===== src/rtl/pipe_hazard_ctrl_pkg.sv =====
// Shared constants for the pipeline hazard controller.
// Defines the register-index width, the FSM encodings and the stage-control output patterns.
`ifndef PIPE_HAZARD_CTRL_DEFINES
`define PIPE_HAZARD_CTRL_DEFINES
`define REGS_WIDTH     5
`define HZ_ST_RUN      2'd0
`define HZ_ST_MEM_WAIT 2'd1
`define HZ_ST_ERROR    2'd2
`endif

package pipe_hazard_ctrl_pkg;

  typedef enum logic [1:0] {
    ST_RUN      = `HZ_ST_RUN,
    ST_MEM_WAIT = `HZ_ST_MEM_WAIT,
    ST_ERROR    = `HZ_ST_ERROR
  } state_e;

  localparam int WCNT_W = 8;

  // Field order matches the bit order used when the outputs are viewed as one vector
  typedef struct packed {
    logic pc_en;
    logic if_id_en;
    logic id_ex_en;
    logic ex_mem_en;
    logic mem_wb_en;
    logic if_id_flush;
    logic id_ex_flush;
    logic mem_wb_flush;
  } ctrl_t;

  localparam ctrl_t CTRL_IDLE     = 8'b0000_0000;
  localparam ctrl_t CTRL_RUN      = 8'b1111_1000;
  localparam ctrl_t CTRL_FREEZE   = 8'b0000_1001;
  localparam ctrl_t CTRL_LOAD_USE = 8'b0011_1010;
  localparam ctrl_t CTRL_BRANCH   = 8'b1111_1110;

endpackage


===== src/rtl/pipe_hazard_ctrl.sv =====
// Pipeline hazard controller: data-memory wait stalls with timeout, taken-branch flushes,
// load-use bubbles and a saturating stalled-cycle counter.
module pipe_hazard_ctrl
  import pipe_hazard_ctrl_pkg::*;
#(
  parameter int WAIT_MAX = 15
) (
  input  logic                     clk,
  input  logic                     rst,
  input  logic                     cpu_en,
  input  logic [`REGS_WIDTH-1:0]   id_rs1_address,
  input  logic [`REGS_WIDTH-1:0]   id_rs2_address,
  input  logic                     id_uses_rs1,
  input  logic                     id_uses_rs2,
  input  logic [`REGS_WIDTH-1:0]   ex_rd_address,
  input  logic                     ex_is_mem_read,
  input  logic                     ex_branch_taken,
  input  logic                     mem_req,
  input  logic                     mem_ready,
  output logic                     pc_en,
  output logic                     if_id_en,
  output logic                     id_ex_en,
  output logic                     ex_mem_en,
  output logic                     mem_wb_en,
  output logic                     if_id_flush,
  output logic                     id_ex_flush,
  output logic                     mem_wb_flush,
  output logic                     mem_timeout,
  output logic [31:0]              stall_cycles
);

  localparam logic [WCNT_W-1:0]      WAIT_MAX_C = WCNT_W'(WAIT_MAX);
  localparam logic [`REGS_WIDTH-1:0] REG_X0     = `REGS_WIDTH'(0);

  state_e              r_state;
  state_e              w_state_nxt;
  logic [WCNT_W-1:0]   r_wait_cnt;
  logic [WCNT_W-1:0]   w_wait_cnt_nxt;
  logic                r_branch_pend;
  logic                w_branch_pend_nxt;
  logic                r_lu_done;
  logic                w_lu_done_nxt;
  logic [31:0]         r_stall_cycles;
  ctrl_t               w_ctrl;
  logic                w_mem_stall;
  logic                w_branch;
  logic                w_lu_hit;
  logic                w_lu_stall;

  assign w_mem_stall = mem_req && !mem_ready;
  // A branch seen while EX was frozen is remembered and flushed once the pipe runs again
  assign w_branch    = ex_branch_taken || r_branch_pend;
  assign w_lu_hit    = ex_is_mem_read && (ex_rd_address != REG_X0) &&
                       ((id_uses_rs1 && (id_rs1_address == ex_rd_address)) ||
                        (id_uses_rs2 && (id_rs2_address == ex_rd_address)));
  // The bubble moves the load out of EX, so a second consecutive stall is never warranted
  assign w_lu_stall  = w_lu_hit && !r_lu_done;

  // State register and sequencing flags
  always_ff @(posedge clk or negedge rst) begin
    if (!rst) begin
      r_state       <= ST_RUN;
      r_wait_cnt    <= {WCNT_W{1'b0}};
      r_branch_pend <= 1'b0;
      r_lu_done     <= 1'b0;
    end else begin
      r_state       <= w_state_nxt;
      r_wait_cnt    <= w_wait_cnt_nxt;
      r_branch_pend <= w_branch_pend_nxt;
      r_lu_done     <= w_lu_done_nxt;
    end
  end

  // Next-state logic
  always_comb begin
    w_state_nxt       = r_state;
    w_wait_cnt_nxt    = r_wait_cnt;
    w_branch_pend_nxt = r_branch_pend;
    w_lu_done_nxt     = r_lu_done;
    if (cpu_en) begin
      case (r_state)
        ST_RUN: begin
          if (w_mem_stall) begin
            w_wait_cnt_nxt = 8'd1;
            w_state_nxt    = (WAIT_MAX_C <= 8'd1) ? ST_ERROR : ST_MEM_WAIT;
            w_lu_done_nxt  = 1'b0;
          end else if (w_branch) begin
            w_branch_pend_nxt = 1'b0;
            w_lu_done_nxt     = 1'b0;
          end else begin
            w_lu_done_nxt = w_lu_stall;
          end
        end
        ST_MEM_WAIT: begin
          w_lu_done_nxt = 1'b0;
          if (ex_branch_taken) begin
            w_branch_pend_nxt = 1'b1;
          end else begin
            w_branch_pend_nxt = r_branch_pend;
          end
          if (mem_ready) begin
            w_state_nxt    = ST_RUN;
            w_wait_cnt_nxt = {WCNT_W{1'b0}};
          end else if ((r_wait_cnt + 8'd1) >= WAIT_MAX_C) begin
            w_state_nxt    = ST_ERROR;
            w_wait_cnt_nxt = r_wait_cnt + 8'd1;
          end else begin
            w_wait_cnt_nxt = r_wait_cnt + 8'd1;
          end
        end
        ST_ERROR: begin
          w_state_nxt = ST_ERROR;
        end
        default: begin
          w_state_nxt    = ST_RUN;
          w_wait_cnt_nxt = {WCNT_W{1'b0}};
        end
      endcase
    end else begin
      w_state_nxt = r_state;
    end
  end

  // Output decode: memory stall beats branch flush, which beats load-use
  always_comb begin
    w_ctrl = CTRL_IDLE;
    if (!rst || !cpu_en) begin
      w_ctrl = CTRL_IDLE;
    end else begin
      case (r_state)
        ST_RUN: begin
          if (w_mem_stall) begin
            w_ctrl = CTRL_FREEZE;
          end else if (w_branch) begin
            w_ctrl = CTRL_BRANCH;
          end else if (w_lu_stall) begin
            w_ctrl = CTRL_LOAD_USE;
          end else begin
            w_ctrl = CTRL_RUN;
          end
        end
        ST_MEM_WAIT: begin
          if (mem_ready) begin
            w_ctrl = CTRL_RUN;
          end else begin
            w_ctrl = CTRL_FREEZE;
          end
        end
        ST_ERROR: w_ctrl = CTRL_IDLE;
        default:  w_ctrl = CTRL_IDLE;
      endcase
    end
  end

  // Saturating count of enabled cycles in which the PC did not advance
  always_ff @(posedge clk or negedge rst) begin
    if (!rst) begin
      r_stall_cycles <= 32'd0;
    end else if (cpu_en && !w_ctrl.pc_en && (r_stall_cycles != 32'hFFFF_FFFF)) begin
      r_stall_cycles <= r_stall_cycles + 32'd1;
    end else begin
      r_stall_cycles <= r_stall_cycles;
    end
  end

  assign pc_en        = w_ctrl.pc_en;
  assign if_id_en     = w_ctrl.if_id_en;
  assign id_ex_en     = w_ctrl.id_ex_en;
  assign ex_mem_en    = w_ctrl.ex_mem_en;
  assign mem_wb_en    = w_ctrl.mem_wb_en;
  assign if_id_flush  = w_ctrl.if_id_flush;
  assign id_ex_flush  = w_ctrl.id_ex_flush;
  assign mem_wb_flush = w_ctrl.mem_wb_flush;
  assign mem_timeout  = (r_state == ST_ERROR);
  assign stall_cycles = r_stall_cycles;

endmodule


===== config.mk =====
export PLATFORM = sky130hd
export DESIGN_NAME = pipe_hazard_ctrl
export DESIGN_NICKNAME = d
export VERILOG_FILES = /design/src/rtl/pipe_hazard_ctrl_pkg.sv /design/src/rtl/pipe_hazard_ctrl.sv
export SDC_FILE = /design/constraint.sdc
export NUM_CORES = 1
export LEC_CHECK = 0
export ABC_AREA = 1
export CORE_MARGIN = 4
export CORE_UTILIZATION = 56
export DETAILED_ROUTE_END_ITERATION = 12
export PLACE_DENSITY = 0.86
export RECOVER_POWER = 100
export REMOVE_ABC_BUFFERS = 1
export SLEW_MARGIN = 0
export SYNTH_ARGS = -nofsm -noshare
export SYNTH_HDL_FRONTEND = slang
export SYNTH_SLANG_ARGS = --single-unit

===== constraint.sdc =====
create_clock -name clk -period 5.07 [get_ports clk]
set_input_delay 0.507 -clock clk [delete_from_list [all_inputs] [get_ports clk]]
set_output_delay 0.507 -clock clk [all_outputs]
set_load 0.01 [all_outputs]

==> run metrics <==
status completed; Worst-Skew Late Latency 300 ps; WS Path Type input pin to primary output; syn avg cell area 6.64 sq um; Pwr Density 267 mW/mm^2; cells after synthesis 471; Ports 65; Worst path slowest cell nand2_1; CP peak stage delay 660 ps; initial antenna violation count 0; R2R cell count 9; final hold viol count 0; Pins Over Slew Limit 0; CP dominant cell by count inv_1; Setup crit end kind primary output; htree depth 2; Hold Buf Count CTS 0; drt pass-1 iters 7; Max-slew headroom 27.2%; critical-path cell list dlygate4sd3_1 -> inv_1 -> nand2_1 -> inv_1 -> nor2_1 -> inv_2 -> a21oi_2 -> nand2_1 -> inv_1 -> dlygate4sd3_1; Hold/Removal Path Class input pin to asynchronous set/reset pin; RSZ-0062 raised after global routing false; Worst path depth 10; share of cells above drive strength 1 3.58%; post-CTS setup buffer count 0; crit path DAT 3230 ps; grt ovf 0; Startpoint Class input pin; ant diodes 0; flop-to-flop setup slack 1740 ps; CTS root buf clkbuf_8; post-DR vias/cell 5.29; Sum Neg Setup Slack 0 ps; Worst R2R End stall_cycles[5]; Core Rows 26; CTS max path bufs 2; nets@finish 557; critical path buffer and inverter count 6; Pleak 0.00199 uW; largest net degree at the start of global routing 47; Worst Skew 9.22 ps; Die Height 82.7 um; Reg2Reg Launch Point r_state[0]; max capacitance violation total 0; Worst Setup SP mem_ready; worst slew pin tran 1090 ps; Worst EP required 4560 ps; die width 82.7 um; fmax 0.268 GHz; Antenna Violating Nets Remaining 0; Core ar. 0.00527 sq mm; Total Power 1030 uW; Post-synth EDFFs 0; Final setup viols 0; full die area 0.00685 sq mm; fraction of registers with async set/reset 100%; Layout area overhead 23.5%; Synth Register Bits 44; initial core utilization 59.4%; first-pass GRT wire length 13200 um; vias in the first global route 3005; Routed Wire Length 7960 um; TritonCTS clock tree yes; sequential element share of the synthesized area 35.2%; CP top delay family buffers and inverters; GR Util All Layers 24.8%; Cell Area, Synth 0.00313 sq mm; Synth cell types 27; DR WL/cell 13.2 um; Via Count 3177; min Tclk post-route 3740 ps; Critical Path Sink if_id_en; input/output buffers 64; clock sink count 44; worst vdd ir 0.000246 V; Final Cycle Share 73.7%; Post-CTS Resized 0; drt initial violations 188; # DRC 0; Primary FF master, synth dfrtp_1; synth warn 0; Worst-path clk slew 90 ps; HPWL Detailed 6010 um; CTS Buf Count 5; CP max FO 34; gpl congestion 0.885
stage by stage:
step                      instance area (sq um)  hold slack (ps)  utilization [%]  setup slack, ps  instances
after global placement                     3770              484             71.5             1910        593
after detailed placement                   3770              482             71.5             1820        593
final                                      3860              277             73.3             1330        601
after CTS                                  3880              292             73.7             1810        601
after floorplan                            3040              211                -             2810        458
after global routing                       3860              308             73.3             1030        601
worst min-delay path by stage:
| stage | start | end | slack [ps] | cells after the start |
|---|---|---|---|---|
| 2_1_floorplan | rst | r_branch_pend | 210 | 0 |
| 3_3_place_gp | r_branch_pend | r_branch_pend | 480 | 1 |
| 5_1_grt | rst | r_wait_cnt[6] | 310 | 2 |
| 3_5_place_dp | r_branch_pend | r_branch_pend | 480 | 1 |
| 4_1_cts | rst | r_wait_cnt[6] | 290 | 2 |
| 6_report | rst | r_wait_cnt[6] | 280 | 2 |
synth_stat cells, types with 4 or more instances:
| cell | count | area (sq um) |
|---|---|---|
| inv_1 | 52 | 195 |
| nor2_2 | 4 | 25.0 |
| nand2_1 | 170 | 638 |
| xnor2_1 | 6 | 52.6 |
| nor2_1 | 48 | 180 |
| xor2_1 | 23 | 201 |
| o21ai_0 | 4 | 20.0 |
| o22ai_1 | 7 | 43.8 |
| nand3_1 | 52 | 260 |
| dfrtp_1 | 44 | 1100 |
| nand4_1 | 10 | 62.6 |
| nor3_1 | 18 | 90.1 |
| buf_2 | 8 | 40.0 |
state kept, by name, summed over array words and instances, names as in the netlist:
name / flops
r_branch_pend: 1
r_lu_done: 1
r_state: 2
r_wait_cnt: 8
stall_cycles: 32
layout by cell type (no fill, tap or decap):
master,synthesis,final
o21ai_0,4,4
nor2_2,4,4
clkinvlp_4,0,1
xnor2_1,6,6
dfrtp_1,44,44
a21oi_2,1,1
a21oi_1,3,3
inv_2,2,2
ha_1,3,3
nor2_1,48,49
o22ai_1,7,7
nor3_1,18,19
bufinv_16,0,1
nand3_1,52,52
a32o_1,1,1
xor2_1,23,23
nand4_1,10,10
inv_6,0,1
buf_4,2,1
clkdlybuf4s50_1,0,19
buf_2,8,1
inv_1,52,52
nor3_2,2,1
nand3b_1,3,3
o221ai_1,1,1
dlygate4sd3_1,0,44
clkbuf_8,0,5
nand3_2,1,1
nand2_1,170,172
worst register-to-register path: stages (launching register included):
cell and delay, ps:
dfrtp_1 470, nor2_2 190, inv_1 90, nor2_1 250
inv_2 70, a21oi_2 160, nand2_1 660, nand2_1 1100
nand2_1 160, nand2_1 110
report_power, final:
group	internal, uW	switching, uW	total (uW)	leakage (uW)
logic	125	188	313	0.00133
clock network	149	131	279	0.0000548
registers	387	52.8	440	0.000603
routing by layer:
layer / track usage [%] / part of all wire [%] / vias up
li1: - / - / 1606
met1: 31.3 / 44 / 1437
met2: 43.3 / 48 / 122
met3: 4.01 / 6.4 / 12
met4: 7.52 / 1.7 / 0
met5: 0 / 0 / -
logic make-up (layout without fill, tap and decap cells):
kind of cell,count (synthesis),in the layout,share of synthesized area (%)
AND/OR/NAND/NOR,311,311,42.8
buffers and inverters,67,127,9.32
flip-flops,44,44,35.2
XOR/XNOR,29,29,8.12
AO/OA/AOI/OAI,17,17,3.40
adder cells (fa/ha/maj),3,3,1.20
final cells by class:
cell class | count | area [sq um]
flip-flops and latches | 44 | 1100
repair buffers | 65 | 643
clock inverters | 3 | 46.3
inverters | 54 | 203
well taps | 70 | 87.6
clock buffers | 5 | 68.8
multi-input cells | 360 | 1710
fillers | 481 | 1410
No activity file was read; power rests on OpenSTA's default activity.
==> edit 1, RTL diff (same settings) <==
The package constant `WCNT_W` goes from 8 to 12.
--- a/src/rtl/pipe_hazard_ctrl_pkg.sv
+++ b/src/rtl/pipe_hazard_ctrl_pkg.sv
@@ -17,5 +17,5 @@
   } state_e;
 
-  localparam int WCNT_W = 8;
+  localparam int WCNT_W = 12;
 
   // Field order matches the bit order used when the outputs are viewed as one vector
Check against the original RTL: no difference found for any inputs over 10 cycles, from zero or initial values and one cycle with rst low; that may be too few to reach the edited logic, so the function may still have changed.
==> edit 1 against the original RTL <==
Register-to-register slack better by 20 ps; sequential cell count increased by 4; non-clock buffer count grew 1; routed wire length up 9.8%; global-route usage about the same; power fell by 8.9%; hold slack gained 1.7 ps; first-iteration DRC count decreased by 14%; count of clock-buffer cells in the layout unchanged; final area is 7.7% higher; worst setup slack got worse by 120 ps; synthesized area rose by 9.2%; critical endpoint is now pc_en.
==> edit 1: results (changes against the original RTL) <==
----------------------------------------------------
[CTS]
  Clock latency reported for the late side of the worst-skew pair ... 320 ps (+20 ps)
  Maximum buffer depth of the clock tree ... 2 (unchanged)

[Synth]
  Cell types occupying the most area after synthesis ... dfrtp_1 35%, nand2_1 21%, nand3_1 7.9%
  Post-synth top cells ... 192 x nand2_1, 60 x inv_1, 59 x nor2_1, 54 x nand3_1, 48 x dfrtp_1
  Count of cell types in the netlist ... 28 (+3.7%)
  Syn_area_per_cell ... 6.52 µm² (-1.8%)
  Proportion of synthesized chip area in sequential cells ... 35.2% (about the same)

[GRT]
  Met1 track demand over resource in global routing ... 30.4% (-0.84 points)
  Met3 Use GR ... 4.32% (+0.31 points)
  Global routing usage on met2 ... 43.5% (+0.25 points)
  Tot GR Track Use ... 24.8% (about the same)
  Vias in the first global route ... 3374 (+12%)
  Maximum number of pins on one net before global-route repair ... 51 (+8.5%)
  Global-route wire length before repair ... 15100 µm (+14%)

[Drt]
  Initial detailed-routing violation count ... 161 (-14%)
  Wire length after detailed routing ... 8740 µm (+9.8%)
  Met2 routed wirelength ... 4350 µm (+14%)
  Routed via count ... 3476 (+9.4%)
  DRT Pass-1 Iters ... 5 (-2)
  Met3 Wirelength ... 493 µm (-2.6%)
  Met1 routed wirelength after detailed routing ... 3740 µm (+7.0%)

[Critical path]
  Arrival @ worst endpoint ... 3340 ps (+110 ps)
  Setup slack, reg-to-reg ... 1760 ps (+20 ps)

[Run status]
  Status ... complete, no violations

[Placement]
  Gp weighted congestion ... 0.937 (+5.9%)
  Post-DP HPWL ... 6510 µm (+8.3%)
  Number of cells in the design after placement ... 649 (+9.4%)

[Final layout]
  Utilization after layout ... 70.3% (-3.0 points)
  Final net count ... 608 (+9.2%)
  Fraction of final layout cells sized beyond drive strength 1 ... 2.92% (-0.66 points)
  Final std cells w/o fill ... 657 (+9.3%)

[Pwr]
  Peak supply drop ... 277 µV (+12%)

[STA]
  Maximum clock skew at final layout ... 17.6 ps (+8.38 ps)
  Worst slew pin tran ... 1120 ps (+29.8 ps)

----------------------------------------------------
==> edit 1: cell types whose count changed in the layout (fill, tap and decap cells not counted), sizes merged, moves of 3 or more <==
cell   delta
nand2    +22
dfrtp     +4
nor2      +8
o22ai     +3
inv       +8
==> edit 1: kinds of logic (layout without fill, tap and decap cells) <==
group,count (synthesis),after routing,synth area share [%]
fa+ha+maj,3,3,1.10
xor+xnor,28,28,7.18
buf+inv,79,137,9.85
compound gates,23,23,4.21
simple gates,343,343,42.5
flops,48,48,35.2
==> edit 1: area by class of cell <==
type / count / area, µm²
clock inverters: 3 / 47.5
inverters: 63 / 236
fillers: 514 / 1760
multi-input cells: 397 / 1860
repair buffers: 66 / 651
clock buffers: 5 / 68.8
well taps: 75 / 93.8
flip-flops and latches: 48 / 1200
==> edit 1: final timing paths <==
| check | startpoint | end | depth (start not counted) |
|---|---|---|---|
| worst max-delay path | mem_ready | pc_en | 10 |
| worst min-delay path | rst | r_wait_cnt[2] | 2 |
| worst max register to register | r_state[0] | stall_cycles[5] | 9 |
| worst min register to register | stall_cycles[31] | stall_cycles[31] | 2 |
| max in group asynchronous | rst | stall_cycles[18] | 2 |
| min in group clk | stall_cycles[31] | stall_cycles[31] | 2 |
==> edit 1: through the flow <==
| step | area (µm²) | hold WS, ps | power (µW) | setup slack, ps |
|---|---|---|---|---|
| final | 4160 | 278 | 940 | 1220 |
| after global placement | 4060 | 479 | 660 | 1870 |
| after global routing | 4160 | 345 | 991 | 942 |
| after detailed placement | 4060 | 493 | 667 | 1810 |
| after floorplan | 3320 | 211 | 560 | 2830 |
| after CTS | 4180 | 313 | 955 | 1790 |
==> edit 1: report_power, final <==
part / total (µW) / internal, µW / switching [µW]
Clock: 291 / 149 / 143
Combinational: 206 / 86.8 / 119
Sequential: 443 / 407 / 36.5
==> edit 2, RTL diff (same flow settings) <==
Without the edit above. Make the reset (`rst`) synchronous in 2 clocked blocks.
--- a/src/rtl/pipe_hazard_ctrl.sv
+++ b/src/rtl/pipe_hazard_ctrl.sv
@@ -58,5 +58,5 @@
 
   // State register and sequencing flags
-  always_ff @(posedge clk or negedge rst) begin
+  always_ff @(posedge clk) begin
     if (!rst) begin
       r_state       <= ST_RUN;
@@ -154,5 +154,5 @@
 
   // Saturating count of enabled cycles in which the PC did not advance
-  always_ff @(posedge clk or negedge rst) begin
+  always_ff @(posedge clk) begin
     if (!rst) begin
       r_stall_cycles <= 32'd0;
Function: differs if rst is asserted again (counterexample within 4 cycles, from zero or initial values and one cycle with rst low); with rst held inactive, the same outputs for 10 cycles.
==> edit 2 against the original RTL <==
Synthesized area barely moved; via count grew 7.4%; critical path depth is 3 higher; routed wire length is 2.3% higher; clock skew down 1.2 ps; sequential cell count unchanged; worst setup slack worse by 170 ps; synthesized cell count grew 6.2%; register-to-register slack worse by 30 ps; final area is 0.39% lower.
Power is not compared: it rests on default switching activity, and its combinational part moved more than twofold at a synthesized area within 25%.
==> edit 2: results (changes against the original RTL) <==
----------------------------------------------------
[Synth]
  Predominant post-synthesis flop cell ... dfxtp_1
  Proportion of synthesized chip area in sequential cells ... 28.1% (-7.1 points)
  Async S/R FF share, synth ... 0% (-100 points)
  Instance count of the mapped netlist ... 500 (+6.2%)

[CTS]
  Maximum buffer depth of the clock tree ... 2 (unchanged)

[GRT]
  Maximum number of pins on one net before global-route repair ... 38 (-19%)
  Vias in the first global route ... 3143 (+4.6%)
  Tot GR Track Use ... 25.5% (+0.72 points)
  Global-route wire length before repair ... 14000 µm (+5.8%)

[STA]
  Post-Route Hold Slack ... 477 ps (+200 ps)
  Worst slew slack as a fraction of its limit ... 7.01% (-20 points)
  Maximum clock skew at final layout ... 8.02 ps (-1.20 ps)

[Critical path]
  Worst flop-to-flop path endpoint ... stall_cycles[1]
  Standard cell with the maximum stage delay on the critical path ... nand3_1
  Setup slack, reg-to-reg ... 1710 ps (-30 ps)
  Reg-to-reg startpoint ... r_state[1]
  Arrival @ worst endpoint ... 4150 ps (+920 ps)
  Number of cells on the worst reg-to-reg path ... 8 (-1)

[Placement]
  Area after detailed placement ... 3770 µm² (about the same)
  Post-DP HPWL ... 6110 µm (+1.7%)
  Gp weighted congestion ... 0.991 (+12%)
  Number of cells in the design after placement ... 618 (+4.2%)

[Drt]
  Wire length after detailed routing ... 8140 µm (+2.3%)
  Drt via density ... 5.45 (+3.1%)
  Initial detailed-routing violation count ... 302 (+61%)

[Final layout]
  Final std cells w/o fill ... 626 (+4.2%)
  Fraction of final layout cells sized beyond drive strength 1 ... 6.65% (+3.1 points)
  Final net count ... 582 (+4.5%)

[Worst hold path]
  HP Class ... flip-flop to flip-flop

[Run status]
  Status ... complete, no violations

----------------------------------------------------
[edit 2: cell types whose count changed in the layout (fill, tap and decap cells not counted), moves of 6 or more]
cell and delta:
dfrtp_1 -44, dfxtp_1 +44, a21oi_1 +43, nand3_1 -32, nand4_1 +29, nand2_1 -19
nand2_2 +10, inv_1 -7, o22ai_1 -7, nor2_1 +6, or2_2 +6
[edit 2: cell type report]
class / count / area [µm²]
tap: 70 / 87.6
clock inverter: 3 / 42.5
multi-input combinational: 390 / 1930
inverter: 47 / 176
sequential: 44 / 881
clock buffer: 5 / 68.8
fill: 475 / 1420
timing repair buffer: 67 / 663
[edit 2: worst max-delay path: cells and delay by family]
family                 cells  cell delay [ps]
buffers and inverters      2              660
AND/OR/NAND/NOR           11             2970
[edit 2: logic make-up (layout without fill, tap and decap cells)]
family,Yosys count,after routing,synth area share [%]
compound gates,52,52,9.60
fa+ha+maj,3,3,1.20
xor+xnor,24,24,6.72
flops,44,44,28.1
buf+inv,66,122,9.04
simple gates,311,311,45.3
[edit 2: worst max path at each step]
stage,start,endpoint,slack (ps)
final,ex_rd_address[1],stall_cycles[1],1160
after global routing,ex_rd_address[1],stall_cycles[12],800
after CTS,cpu_en,if_id_en,1640
after detailed placement,cpu_en,if_id_en,1670
after global placement,cpu_en,if_id_en,1770
after floorplan,stall_cycles[0],stall_cycles[1],2600
[edit 2: power breakdown]
group	switching, µW	internal (µW)
combinational	66.3	42.9
clock	127	146
sequential	6.91	350
[edit 2: per-layer routing]
layer  part of all wire [%]  track usage (%)
met3                    6.5             4.12
met5                      0                0
met4                   0.72             6.37
met1                     48             34.3
met2                     45             42.3
